File: src/rtl/mem_bus_arbiter.sv
`default_nettype none
// ============================================================================
// Module   : mem_bus_arbiter
// Purpose  : Fixed-priority (core first) arbiter sharing the mapped-register
//            bus between the core load/store port and the debug access port.
//            Define MEM_ARB_STARVE_GUARD_EN to enable the debug starvation guard.
// Revision : 1.0 - initial release
// ============================================================================
module mem_bus_arbiter #(
    parameter int STARVE_LIMIT = 4
) (
    input  logic        i_clk,
    input  logic        i_rstn,
    input  logic        i_coreReq,
    input  logic [13:0] i_coreAddr,
    input  logic [15:0] i_coreData,
    input  logic        i_coreWrEn,
    output logic        o_coreGnt,
    output logic        o_coreRdValid,
    output logic [15:0] o_coreRdData,
    input  logic        i_dbgReq,
    input  logic [13:0] i_dbgAddr,
    input  logic [15:0] i_dbgData,
    input  logic        i_dbgWrEn,
    output logic        o_dbgGnt,
    output logic        o_dbgRdValid,
    output logic [15:0] o_dbgRdData,
    output logic [13:0] o_memAddr,
    output logic [15:0] o_memDataOut,
    output logic        o_memWrEn,
    input  logic [15:0] i_memDataIn
);

    localparam logic c_OWNER_CORE = 1'b0;
    localparam logic c_OWNER_DBG  = 1'b1;

    if (STARVE_LIMIT < 1 || STARVE_LIMIT > 15) begin : g_badStarveLimit
        $error("mem_bus_arbiter: STARVE_LIMIT must be in 1..15");
    end

    logic        w_forceDbg;
    logic        w_accept;

    logic        r_s1Valid;
    logic        r_s1Owner;
    logic [13:0] r_s1Addr;
    logic [15:0] r_s1Data;
    logic        r_s1Wr;

    logic        r_coreRdValid;
    logic [15:0] r_coreRdData;
    logic        r_dbgRdValid;
    logic [15:0] r_dbgRdData;

`ifdef MEM_ARB_STARVE_GUARD_EN
    localparam logic [3:0] c_STARVE_LIMIT = 4'(STARVE_LIMIT);

    logic [3:0] r_starveCnt;

    // Counts consecutive denied debug cycles; any grant or idle cycle restarts it.
    always_ff @(posedge i_clk or negedge i_rstn) begin
        if (!i_rstn) begin
            r_starveCnt <= 4'd0;
        end else if (i_dbgReq && !o_dbgGnt) begin
            if (r_starveCnt < c_STARVE_LIMIT) begin
                r_starveCnt <= r_starveCnt + 4'd1;
            end
        end else begin
            r_starveCnt <= 4'd0;
        end
    end

    assign w_forceDbg = (r_starveCnt >= c_STARVE_LIMIT);
`else
    assign w_forceDbg = 1'b0;
`endif

    // Grants are masked during reset so every output reads 0 while i_rstn is low.
    assign o_coreGnt = i_rstn & i_coreReq & ~w_forceDbg;
    assign o_dbgGnt  = i_rstn & i_dbgReq & (~i_coreReq | w_forceDbg);
    assign w_accept  = o_coreGnt | o_dbgGnt;

    always_ff @(posedge i_clk or negedge i_rstn) begin
        if (!i_rstn) begin
            r_s1Valid <= 1'b0;
            r_s1Owner <= c_OWNER_CORE;
            r_s1Addr  <= 14'd0;
            r_s1Data  <= 16'd0;
            r_s1Wr    <= 1'b0;
        end else if (w_accept) begin
            r_s1Valid <= 1'b1;
            r_s1Owner <= o_dbgGnt ? c_OWNER_DBG : c_OWNER_CORE;
            r_s1Addr  <= o_dbgGnt ? i_dbgAddr  : i_coreAddr;
            r_s1Data  <= o_dbgGnt ? i_dbgData  : i_coreData;
            r_s1Wr    <= o_dbgGnt ? i_dbgWrEn  : i_coreWrEn;
        end else begin
            r_s1Valid <= 1'b0;
        end
    end

    assign o_memAddr    = r_s1Valid ? r_s1Addr : 14'd0;
    assign o_memDataOut = r_s1Valid ? r_s1Data : 16'd0;
    assign o_memWrEn    = r_s1Valid & r_s1Wr;

    // Read data is captured while the bus is driven and presented the next cycle.
    always_ff @(posedge i_clk or negedge i_rstn) begin
        if (!i_rstn) begin
            r_coreRdValid <= 1'b0;
            r_coreRdData  <= 16'd0;
            r_dbgRdValid  <= 1'b0;
            r_dbgRdData   <= 16'd0;
        end else begin
            r_coreRdValid <= 1'b0;
            r_dbgRdValid  <= 1'b0;
            if (r_s1Valid && !r_s1Wr) begin
                if (r_s1Owner == c_OWNER_DBG) begin
                    r_dbgRdValid <= 1'b1;
                    r_dbgRdData  <= i_memDataIn;
                end else begin
                    r_coreRdValid <= 1'b1;
                    r_coreRdData  <= i_memDataIn;
                end
            end
        end
    end

    assign o_coreRdValid = r_coreRdValid;
    assign o_coreRdData  = r_coreRdData;
    assign o_dbgRdValid  = r_dbgRdValid;
    assign o_dbgRdData   = r_dbgRdData;

endmodule
`default_nettype wire

File: config.mk
export PLATFORM = sky130hd
export DESIGN_NAME = mem_bus_arbiter
export DESIGN_NICKNAME = d
export VERILOG_FILES = /design/src/rtl/mem_bus_arbiter.sv
export SDC_FILE = /design/constraint.sdc
export NUM_CORES = 1
export LEC_CHECK = 0
export BUFFER_PORTS_ARGS = -buffer_cell sky130_fd_sc_hd__buf_2
export CAP_MARGIN = 40
export CORE_MARGIN = 5
export CORE_UTILIZATION = 46
export DETAILED_ROUTE_END_ITERATION = 12
export GPL_TIMING_DRIVEN = 0
export PLACE_DENSITY = 0.79
export SLEW_MARGIN = 20
export SYNTH_ARGS = -nofsm -noshare
export SYNTH_HDL_FRONTEND = slang
export SYNTH_SLANG_ARGS = --single-unit
File: constraint.sdc
create_clock -name i_clk -period 2.6 [get_ports i_clk]
set_clock_uncertainty 0.2 [all_clocks]
set_input_delay 0.39 -clock i_clk [delete_from_list [all_inputs] [get_ports i_clk]]
set_output_delay 0.39 -clock i_clk [all_outputs]
set_load 0.05 [all_outputs]
== Yosys cells after proc, flatten, opt, wreduce, memory -nomap -nowiden ==
Index checks and enable logic that the tools add are counted.
W data, S select, Z words.

* Register bits after elaboration: 67
* Latch bits: 0
* Memory bits (writable): 0
* Bits in read-only memories: 0
* Bits of input ports: 82
* Output and inout port bits: 67
* Logic and storage cells: 31
* Memories kept: 0

* $add $sub $neg: 0
* Multiply operators: 0
* Div/mod/pow operators: 0
* Order comparisons: 0
* Eq/ne operators: 0
* Shifts and indexed selects: 0
* Mux-type cells: 11
* Bitwise operators: 7
* Reduce and logical (&&, ||, !) cells: 4

{| class="wikitable"
|+ Operators by type and width
! kind !! count
|-
| $mux W16 || 2
|-
| $mux W14 || 2
|-
| $mux W1 || 7
|-
| $and A1 B1 Y1 || 4
|-
| $reduce_and A2 Y1 || 2
|-
| $not A1 Y1 || 2
|-
| $logic_and A1 B1 Y1 || 1
|-
| $logic_not A1 Y1 || 1
|-
| $or A1 B1 Y1 || 1
|}

== Depth between registers and ports, before layout ==
* Depth after elaboration: 4
* Gate-level depth with buffers: 4
* Depth with buffers taken out: 3

== Worst setup path after synthesis ==
No wires, ideal clock.

* Kind: input to output
* From: input port i_rstn
* To: output port o_dbgGnt
* Arrival: 1.139 ns
* Path slack: 0.871 ns
* Cell stages on the path: 2
* Cell sequence: clkbuf_1 and3b_1

* Longest elaborated chain between the ends: 2

{| class="wikitable"
|+ RTL lines
! element !! line !! source
|-
| start: declaration || 13 || <nowiki>input logic i_rstn,</nowiki>
|-
| $and A1 B1 Y1 (2 in a row) || 80 || <nowiki>assign o_dbgGnt = i_rstn & i_dbgReq & (~i_coreReq | w_forceDbg);</nowiki>
|-
| end: declaration || 25 || <nowiki>output logic o_dbgGnt,</nowiki>
|}

Every way passes these cells.

== Worst setup path in the final report ==
* From: input port i_rstn
* To: output port o_coreGnt

* Longest elaborated chain between the ends: 1

{| class="wikitable"
|+ RTL lines
! element !! line !! source
|-
| $and A1 B1 Y1 || 79 || <nowiki>assign o_coreGnt = i_rstn & i_coreReq & ~w_forceDbg;</nowiki>
|-
| end: declaration || 18 || <nowiki>output logic o_coreGnt,</nowiki>
|}

Every way passes these cells.

==> results.json <==
{
  "outcome": "completed",
  "rows": 30,
  "die_h_um": 92.4,
  "synth.area.top_cells": "dfrtp_1 (54%), nand4bb_1 (11%), o221a_2 (11%)",
  "rsz0062_at_grt": "no",
  "crit_type": "input pin to output port",
  "slowest_stage": "clkbuf_1",
  "synth_common_cells": "dfrtp_1 (67), nand4bb_1 (31), o221a_2 (31), and2_1 (30), mux2_2 (23)",
  "cts.sinks": 67,
  "fmax_mhz": 459,
  "netlist_area_um2": 3130,
  "critPathMaxFanout": 10,
  "slew_viol_final": 0,
  "grt_max_degree": 48,
  "crit_family": "buffers and inverters",
  "antenna_found_initial": 0,
  "critical-path-max-stage-delay_ps": 440,
  "fin_area_um2": 4280,
  "cp.arrival_ps": 1590,
  "hold_viol_final": 0,
  "worstMarginPinSlew_ps": 574,
  "slew_headroom": 0.617,
  "synth_area_per_cell_um2": 14.1,
  "synthFlopType": "dfrtp_1",
  "max-vdd-ir-drop_mv": 0.349,
  "cp_cell_sequence": "buf_4, buf_16, nand2_1, clkbuf_1, inv_1, buf_2",
  "holdWs_ps": 106,
  "drtPass1Iterations": 4,
  "required_ps": 2010,
  "grt_pass1_vias": 2624,
  "cts-root-buf": "clkbuf_8",
  "grt_pass1_wl_mm": 13.2,
  "nNetsFinal": 467,
  "setup-violations-final": 0,
  "period_minus_slack_ps": 2180,
  "synth_most_common_cell": "dfrtp_1",
  "cap_violations": 0,
  "yosysTopAreaCellShare": 0.536,
  "htreeDepth": 3,
  "rr_worst_depth": 3,
  "finalPower_mw": 3.97,
  "period_share": 0.839,
  "die_area_um2": 8550,
  "async_flop_share": 1.00,
  "hold_depth": 2,
  "reg2reg_from": "r_s1Wr$_DFFE_PN0P_",
  "syn_nets": 303,
  "cp_num_buf_inv": 5,
  "pin_count": 149,
  "min_path_type": "input pin to flip-flop",
  "synth_edf_count": 0,
  "synth-seq-area-share": 0.536,
  "end_kind": "output port",
  "cts_tree": "yes",
  "path_clk_slew_ps": 70,
  "synth_seq_cells": 67,
  "gp_congestion": 0.763,
  "insertedDiodeCount": 0,
  "netlist_instances": 221,
  "grt.overflow.total": 0,
  "io_buffers": 148,
  "drcViolationCount": 0,
  "yosysTopAreaCell": "dfrtp_1",
  "hold_start": "i_memDataIn[5]",
  "numCtsBuffers": 9,
  "r2r_end": "o_coreRdData[13]$_DFFE_PN0P_",
  "cts_resized": 0,
  "r2r_slack_ps": 750,
  "drt_iter0_markers": 92,
  "gr-usage-all-layers": 0.196,
  "cts_buffer_depth": 2,
  "vias": 2455,
  "synthToLayoutAreaGrowth_pct": 36.7,
  "drive_gt1_frac": 0.609,
  "fp.dieW_um": 92.4,
  "wl_per_cell_um": 17.4,
  "worstSetupStartpointType": "input pin",
  "synth_cell_types": 18,
  "clk_latency_ps": 320,
  "powerDensity_nw_per_um2": 929,
  "ant_nets": 0,
  "utilization": 0.636,
  "placed_area_um2": 4000,
  "core_region_area_um2": 6720,
  "vias_per_cell": 5.23,
  "start_util": 0.465,
  "hpwl_mm": 6.01,
  "hold_end": "o_dbgRdData[5]$_DFFE_PN0P_",
  "wl_mm": 8.15,
  "p_leak_nw": 2.03,
  "yosysWarnings": 0
}
layout make-up:
| cell class | count | area (um^2) |
|---|---|---|
| flip-flops and latches | 67 | 1680 |
| multi-input cells | 132 | 1350 |
| clock inverters | 5 | 77.6 |
| fillers | 564 | 2440 |
| plain buffers | 20 | 96.3 |
| repair buffers | 153 | 833 |
| inverters | 2 | 7.51 |
| well taps | 80 | 100 |
| clock buffers | 10 | 138 |
through the flow:
step / setup WS (ps) / setup TNS [ps] / std cells
2_1_floorplan: 871 / 0 / 221
3_5_place_dp: 81.3 / 0 / 450
6_report: 419 / 0 / 469
3_3_place_gp: -693 / -10780 / 449
5_1_grt: 309 / 0 / 469
4_1_cts: 387 / 0 / 468
cell usage in the layout, fill, tap and decap left out:
master,n
a21oi_1,1
and2_1,30
and2_2,1
and3b_1,1
buf_12,1
buf_16,2
buf_2,151
buf_4,1
buf_8,1
bufinv_16,2
clkbuf_1,15
clkbuf_8,10
clkinv_2,2
clkinvlp_4,1
dfrtp_1,67
dlygate4sd3_1,2
inv_1,2
mux2_2,23
mux2_4,9
nand2_1,1
nand3b_2,1
nand4bb_1,31
nor2_1,1
nor3b_4,1
o21a_1,1
o221a_2,31
where the power goes:
group          switching (mW)  total [mW]  leakage (nW)  internal (mW)
clock                   0.367       0.924         0.108          0.557
combinational            1.12        1.62          1.15          0.497
sequential              0.129        1.43         0.769           1.30
flip-flops by register name, summed over array words and instances (netlist names):
name           flops
o_coreRdData      16
o_coreRdValid      1
o_dbgRdData       16
o_dbgRdValid       1
r_s1Addr          14
r_s1Data          16
r_s1Owner          1
r_s1Valid          1
r_s1Wr             1
routing by layer:
metal	GRT usage	share of wire	vias up
met5	0	0	-
met4	0.0520	0.0053	0
met3	0.0666	0.097	6
met2	0.304	0.47	116
met1	0.262	0.43	1163
li1	-	-	1170
worst max path at each step:
| stage | from | endpoint | slack (ps) | cells after the start |
|---|---|---|---|---|
| 2_1_floorplan | i_rstn | o_dbgGnt | 870 | 2 |
| 3_3_place_gp | i_rstn | o_coreGnt | -690 | 5 |
| 3_5_place_dp | i_rstn | o_coreGnt | 80 | 6 |
| 4_1_cts | r_s1Valid$_DFF_PN0_ | o_memDataOut[4] | 390 | 3 |
| 5_1_grt | i_rstn | o_coreGnt | 310 | 6 |
| 6_report | i_rstn | o_coreGnt | 420 | 6 |
logic make-up after synthesis:
group,count (synthesis),synth area share
AO/OA/AOI/OAI,33,0.116
buffers and inverters,22,0.0332
flip-flops,67,0.536
multiplexers,32,0.126
AND/OR/NAND/NOR,67,0.189
timing repair:
action                                 CTS  global route
hold buffers                             3             0
endpoints found under the hold margin   20             0
buffers inserted                         0             0
Note: power is estimated with default switching activity, not from simulation.
